File: src/rtl/fb_scanout_reader.sv
// fb_scanout_reader: raster-order BRAM read master with a valid/ready pixel stream.
// Optional macro FB_SCANOUT_CONTINUOUS_EN: free-running back-to-back frames.
module fb_scanout_reader #(
  parameter int DATA_WIDTH = 8,
  parameter int ADDR_WIDTH = 17,
  parameter int H_RES      = 320,
  parameter int V_RES      = 240
) (
  input  logic                  clk,
  input  logic                  rst_n,
  input  logic                  start,
  output logic                  busy,
  output logic [ADDR_WIDTH-1:0] raddr,
  input  logic [DATA_WIDTH-1:0] rdata,
  output logic                  m_valid,
  input  logic                  m_ready,
  output logic [DATA_WIDTH-1:0] m_data,
  output logic                  m_eol,
  output logic                  m_last,
  output logic                  frame_done
);

  localparam int XW = (H_RES > 1) ? $clog2(H_RES) : 1;
  localparam int YW = (V_RES > 1) ? $clog2(V_RES) : 1;
  localparam logic [XW-1:0] X_MAX = XW'(H_RES - 1);
  localparam logic [YW-1:0] Y_MAX = YW'(V_RES - 1);

  typedef enum logic [1:0] {
    IDLE  = 2'd0,
    RUN   = 2'd1,
    DRAIN = 2'd2
  } state_t;

  typedef struct packed {
    logic [DATA_WIDTH-1:0] data;
    logic                  eol;
    logic                  last;
  } beat_t;

  state_t state_q;
  state_t state_d;

  logic [XW-1:0]         x_q;
  logic [YW-1:0]         y_q;
  logic [ADDR_WIDTH-1:0] raddr_q;

  logic inflight_q;
  logic if_eol_q;
  logic if_last_q;

  beat_t      head_q;
  beat_t      tail_q;
  beat_t      nb;
  logic [1:0] occ_q;

  logic       frame_done_q;
  logic       push;
  logic       pop;
  logic       x_end;
  logic       y_end;
  logic       last_issue;
  logic [2:0] occ_sum;
  logic       room;
  logic       issue;
  logic       clr_cnt;

  assign push       = inflight_q;
  assign m_valid    = (occ_q != 2'd0);
  assign pop        = m_valid & m_ready;
  assign x_end      = (x_q == X_MAX);
  assign y_end      = (y_q == Y_MAX);
  assign last_issue = x_end & y_end;

  // Occupancy after this edge if one more read were launched.
  assign occ_sum = {1'b0, occ_q}
                 + {2'b00, inflight_q}
                 - {2'b00, pop};
  assign room    = (occ_sum < 3'd2);

  assign nb = '{data: rdata, eol: if_eol_q, last: if_last_q};

  // Frame sequencing state register.
  always_ff @(posedge clk or negedge rst_n) begin
    if (!rst_n) begin
      state_q <= IDLE;
    end else begin
      state_q <= state_d;
    end
  end

  // Next-state, issue decision and counter clear.
  always_comb begin
    state_d = state_q;
    issue   = 1'b0;
    clr_cnt = 1'b0;
    unique case (state_q)
      IDLE: begin
        clr_cnt = 1'b1;
        if (start) begin
          state_d = RUN;
        end
      end
      RUN: begin
        issue = room;
`ifndef FB_SCANOUT_CONTINUOUS_EN
        if (room && last_issue) begin
          state_d = DRAIN;
        end
`endif
      end
      DRAIN: begin
        if (pop && head_q.last) begin
          state_d = IDLE;
          clr_cnt = 1'b1;
        end
      end
      default: begin
        state_d = IDLE;
        clr_cnt = 1'b1;
      end
    endcase
  end

  // Raster position and linear read address.
  always_ff @(posedge clk or negedge rst_n) begin
    if (!rst_n) begin
      x_q     <= '0;
      y_q     <= '0;
      raddr_q <= '0;
    end else if (clr_cnt) begin
      x_q     <= '0;
      y_q     <= '0;
      raddr_q <= '0;
    end else if (issue) begin
      if (last_issue) begin
`ifdef FB_SCANOUT_CONTINUOUS_EN
        x_q     <= '0;
        y_q     <= '0;
        raddr_q <= '0;
`endif
      end else if (x_end) begin
        x_q     <= '0;
        y_q     <= y_q + YW'(1);
        raddr_q <= raddr_q + ADDR_WIDTH'(1);
      end else begin
        x_q     <= x_q + XW'(1);
        raddr_q <= raddr_q + ADDR_WIDTH'(1);
      end
    end
  end

  // Tags travel alongside the one outstanding BRAM read.
  always_ff @(posedge clk or negedge rst_n) begin
    if (!rst_n) begin
      inflight_q <= 1'b0;
      if_eol_q   <= 1'b0;
      if_last_q  <= 1'b0;
    end else begin
      inflight_q <= issue;
      if (issue) begin
        if_eol_q  <= x_end;
        if_last_q <= last_issue;
      end
    end
  end

  // Two-entry skid buffer; head always drives the stream.
  always_ff @(posedge clk or negedge rst_n) begin
    if (!rst_n) begin
      head_q <= '0;
      tail_q <= '0;
      occ_q  <= 2'd0;
    end else begin
      unique case ({push, pop})
        2'b10: begin
          if (occ_q == 2'd0) begin
            head_q <= nb;
          end else begin
            tail_q <= nb;
          end
          occ_q <= occ_q + 2'd1;
        end
        2'b01: begin
          head_q <= tail_q;
          occ_q  <= occ_q - 2'd1;
        end
        2'b11: begin
          if (occ_q == 2'd2) begin
            head_q <= tail_q;
            tail_q <= nb;
          end else begin
            head_q <= nb;
          end
        end
        default: begin
        end
      endcase
    end
  end

  // Pulse one cycle after the frame's final pixel is accepted.
  always_ff @(posedge clk or negedge rst_n) begin
    if (!rst_n) begin
      frame_done_q <= 1'b0;
    end else begin
      frame_done_q <= pop & head_q.last;
    end
  end

  assign busy       = (state_q != IDLE);
  assign raddr      = raddr_q;
  assign m_data     = head_q.data;
  assign m_eol      = m_valid & head_q.eol;
  assign m_last     = m_valid & head_q.last;
  assign frame_done = frame_done_q;

endmodule

File: config.mk
export PLATFORM = sky130hd
export DESIGN_NAME = fb_scanout_reader
export DESIGN_NICKNAME = d
export VERILOG_FILES = /design/src/rtl/fb_scanout_reader.sv
export SDC_FILE = /design/constraint.sdc
export NUM_CORES = 1
export LEC_CHECK = 0
export ABC_CLOCK_PERIOD_IN_PS = 2490
export CORE_MARGIN = 5
export CORE_UTILIZATION = 30
export CTS_CLUSTER_SIZE = 20
export DETAILED_ROUTE_END_ITERATION = 16
export RECOVER_POWER = 25
export SYNTH_ARGS = -nofsm -noshare
export SYNTH_HDL_FRONTEND = slang
export SYNTH_SLANG_ARGS = --single-unit
File: constraint.sdc
create_clock -name clk -period 2.49 [get_ports clk]
set_input_delay 0.249 -clock clk [delete_from_list [all_inputs] [get_ports clk]]
set_output_delay 0.249 -clock clk [all_outputs]
set_load 0.05 [all_outputs]
==> results of run 1 <==
[cell type report]
type | instances | area share [%]
Clock buffer | 9 | 2.818
Clock inverter | 7 | 2.220
Inverter | 10 | 0.8540
Multi-Input combinational cell | 211 | 40.82
Sequential cell | 62 | 35.30
Tap cell | 140 | 3.985
Timing Repair Buffer | 67 | 14.01
[cell families (layout without fill, tap and decap cells)]
group	count (synthesis)	after routing	share of synthesized area [%]
buffers and inverters	38	93	5.836
adders and majority gates	6	6	2.485
xor gates and xnor gates	4	4	1.280
and+or+nand+nor	89	91	16.79
muxes	23	23	7.681
AOI/OAI and AO/OA	87	87	19.24
DFF	62	62	46.69
[metal layers]
layer / vias up / track usage, % / part of all wire (%)
li1: 1294 / - / -
met1: 1349 / 14.65 / 46
met2: 50 / 19.10 / 48
met3: 11 / 4.105 / 4.2
met4: 0 / 4.851 / 1.6
met5: - / 0 / 0
[metrics by stage]
step	hold WS, ps	utilization [%]	power [mW]
after global routing	469.2	40.55	5.081
after detailed placement	287.7	36.31	3.541
after global placement	285.3	36.31	3.506
after CTS	430.3	39.00	4.655
final	485.2	40.55	4.773
after floorplan	-46.59	-	2.945
[repair_timing]
action | CTS | global route
hold endpoints to repair | 62 | 0
buffers inserted | 3 | 1
pin swaps | 5 | 24
setup endpoints to repair | 26 | 40
gates resized for setup | 9 | 32
hold buffers | 1 | 0
cloned | 1 | 1
[power breakdown]
group	internal (mW)	total, mW	switching [mW]
logic	0.967	2.32	1.36
clock network	0.566	1.01	0.443
registers	1.25	1.44	0.185
[flip-flops by register name, indices dropped and copies added, names as in the netlist]
name        flops
head_q          2
inflight_q      1
y_q             8
if_last_q       1
raddr          17
frame_done      1
m_data          8
state_q         2
if_eol_q        1
x_q             9
occ_q           2
tail_q         10
[cells in the mapped netlist, types with 4 or more instances]
| cell type | count | area share, % |
|---|---|---|
| dfrtp_1 | 62 | 47 |
| a21oi_1 | 20 | 3.0 |
| mux2_2 | 20 | 6.8 |
| nand3_1 | 18 | 2.7 |
| nand2_1 | 16 | 1.8 |
| o31ai_1 | 15 | 3.4 |
| or4_1 | 13 | 2.9 |
| buf_2 | 11 | 1.7 |
| a22o_1 | 10 | 2.6 |
| inv_1 | 10 | 1.1 |
| buf_4 | 8 | 1.8 |
| nand4_1 | 8 | 1.5 |
| o21ai_0 | 8 | 1.2 |
| and4_1 | 7 | 1.8 |
| clkbuf_1 | 7 | 0.79 |
| ha_1 | 5 | 1.9 |
| o21a_1 | 5 | 1.1 |
| o311ai_0 | 5 | 1.3 |
| o41ai_1 | 5 | 1.3 |
| a31oi_1 | 4 | 0.75 |
[layout by cell type (no fill, tap or decap), types with 3 or more instances in the layout]
| cell type | synthesis | layout |
|---|---|---|
| mux2_2 | 20 | 20 |
| or4_1 | 13 | 10 |
| o21ai_0 | 8 | 6 |
| o21a_1 | 5 | 5 |
| o41ai_1 | 5 | 3 |
| clkdlybuf4s50_1 | 0 | 40 |
| mux2i_1 | 3 | 3 |
| nand3_1 | 18 | 17 |
| dfrtp_1 | 62 | 62 |
| o31a_1 | 3 | 3 |
| nand4_4 | 0 | 4 |
| clkbuf_8 | 0 | 9 |
| a22o_1 | 10 | 10 |
| nand2_1 | 16 | 15 |
| a31oi_1 | 4 | 4 |
| buf_6 | 1 | 4 |
| ha_1 | 5 | 5 |
| nor4_1 | 3 | 3 |
| o31ai_1 | 15 | 11 |
| a21oi_2 | 0 | 3 |
| and4_1 | 7 | 7 |
| o31ai_4 | 0 | 3 |
| o311ai_2 | 0 | 3 |
| nand4_1 | 8 | 8 |
| a21oi_1 | 20 | 17 |
| inv_1 | 10 | 10 |
| nand2b_1 | 3 | 3 |
| buf_4 | 8 | 20 |
| or4_4 | 0 | 3 |
[final timing paths]
check                                    endpoint             startpoint  slack, ps  cells after the start
max in group asynchronous      y_q[5]$_DFFE_PN0P_                  rst_n        680                      3
max reg2reg                 raddr[16]$_DFFE_PN0P_   occ_q[0]$_DFFE_PN0P_        -20                      8
min reg2reg                 m_data[1]$_DFFE_PN0P_  m_data[1]$_DFFE_PN0P_        510                      1
max                         raddr[16]$_DFFE_PN0P_   occ_q[0]$_DFFE_PN0P_        -20                      8
min                        state_q[0]$_DFFE_PN0P_                  start        490                      2
min in group asynchronous    raddr[7]$_DFFE_PN0P_                  rst_n        870                      3
==> metrics.cfg, run 1 <==
[status]
outcome=finished with violations
violations=max-capacitance violations, max-slew violations, negative setup slack

[setup_path]
critPathMaxFanout=5
path_cells=and3b_2, o21ai_2, fa_2, and3b_2, buf_6, nand4_4, or4_1, a21oi_1
crit_required_ps=2770
end_kind=flip-flop
crit_arrival_ps=2790
path_common_cell=and3b_2
startpoint_type=flip-flop
cp_slowest_stage_delay_ps=540
worstSetupPathType=reg -> reg
worst-path-buf-inv=1
slowest_stage=fa_2
crit_family=simple AND/OR/NAND/NOR gates

[die]
die_h_um=115.3
ios=42
dieArea_um2=13280
placementRows=38
start_util_pct=30.66
dieWidth_um=115.3
core_area_um2=10840

[finish]
fin_cells=506
design_area_um2=4395
fillers=1039
syn2layout_area_growth_pct=32.27
drive_gt1_share_pct=26.78
seqCellArea_um2=1551
multiInputGateArea_um2=1794
nNetsFinal=379
n_antenna_cell=0

[yosys]
async_flop_share_pct=100.0
synth_seq_cells=62
synth_edf_count=0
yosysWarningCount=0
ys_seq_area_share_pct=46.69
syn_inst=309
synth_ff_type=dfrtp_1
ys_types=53
synth_nets=327
syn_area_per_cell_um2=10.75
syn-cell-area_um2=3323

[clock_network]
numCtsBuffers=9
clk-insertion-delay-late_ps=350
htreeDepth=3
cts.clk_slew.worst_paths_ps=80
cts_sinks=62
cts_tree=yes
clockBufferDepth=2
cts-root-buf=clkbuf_8

[drt]
drc=0
first_iter_violations=234
avgViaCountPerCell=5.344
vias=2704
totalWireLength_mm=7.760
antenna_left=0
wl_per_cell_um=15.34
drtPass1Iterations=4

[global_route]
grt_max_degree=63
grt_pass1_wl_mm=12.43
grt_pass1_vias=2589
antenna_found_initial=0
grtUsageTotal_pct=11.90
grt_overflow=0

[timing]
fin_crit_ps=2508
finalSetupViolCount=4
clock.fmax_mhz=398.7
setup_ws_ps=-18.13
worst_pin_slew_ps=1528
hold_viol=0
tns_ps=-37.28
rsz0062_at_grt=yes
drv_slew=63
fin_skew_ps=13.01
fin_crit_sh_pct=100.7
slew_headroom_pct=-1.835

[placed_design]
gp_congestion=0.7598
hpwl_mm=4.837
io_buffers=41
postPlaceCellArea_um2=3936
dp.cells=484
post-place-ws_ps=-389.2

[power]
ir_worst_vdd_v=0.0005111
power_density_nw_per_um2=1086
power.leakage_nw=1.775

[min_path]
min_path_type=in -> reg

[job]
cap_violations=1

(Power assumes the default switching activity.)
==> run 2: changes to the inputs <==
Settings changed: CTS_CLUSTER_DIAMETER set to 200, GPL_ROUTABILITY_DRIVEN set to 0.
==> results of run 2 <==
Final layout, timing and power as in run 1 (identical DEF).
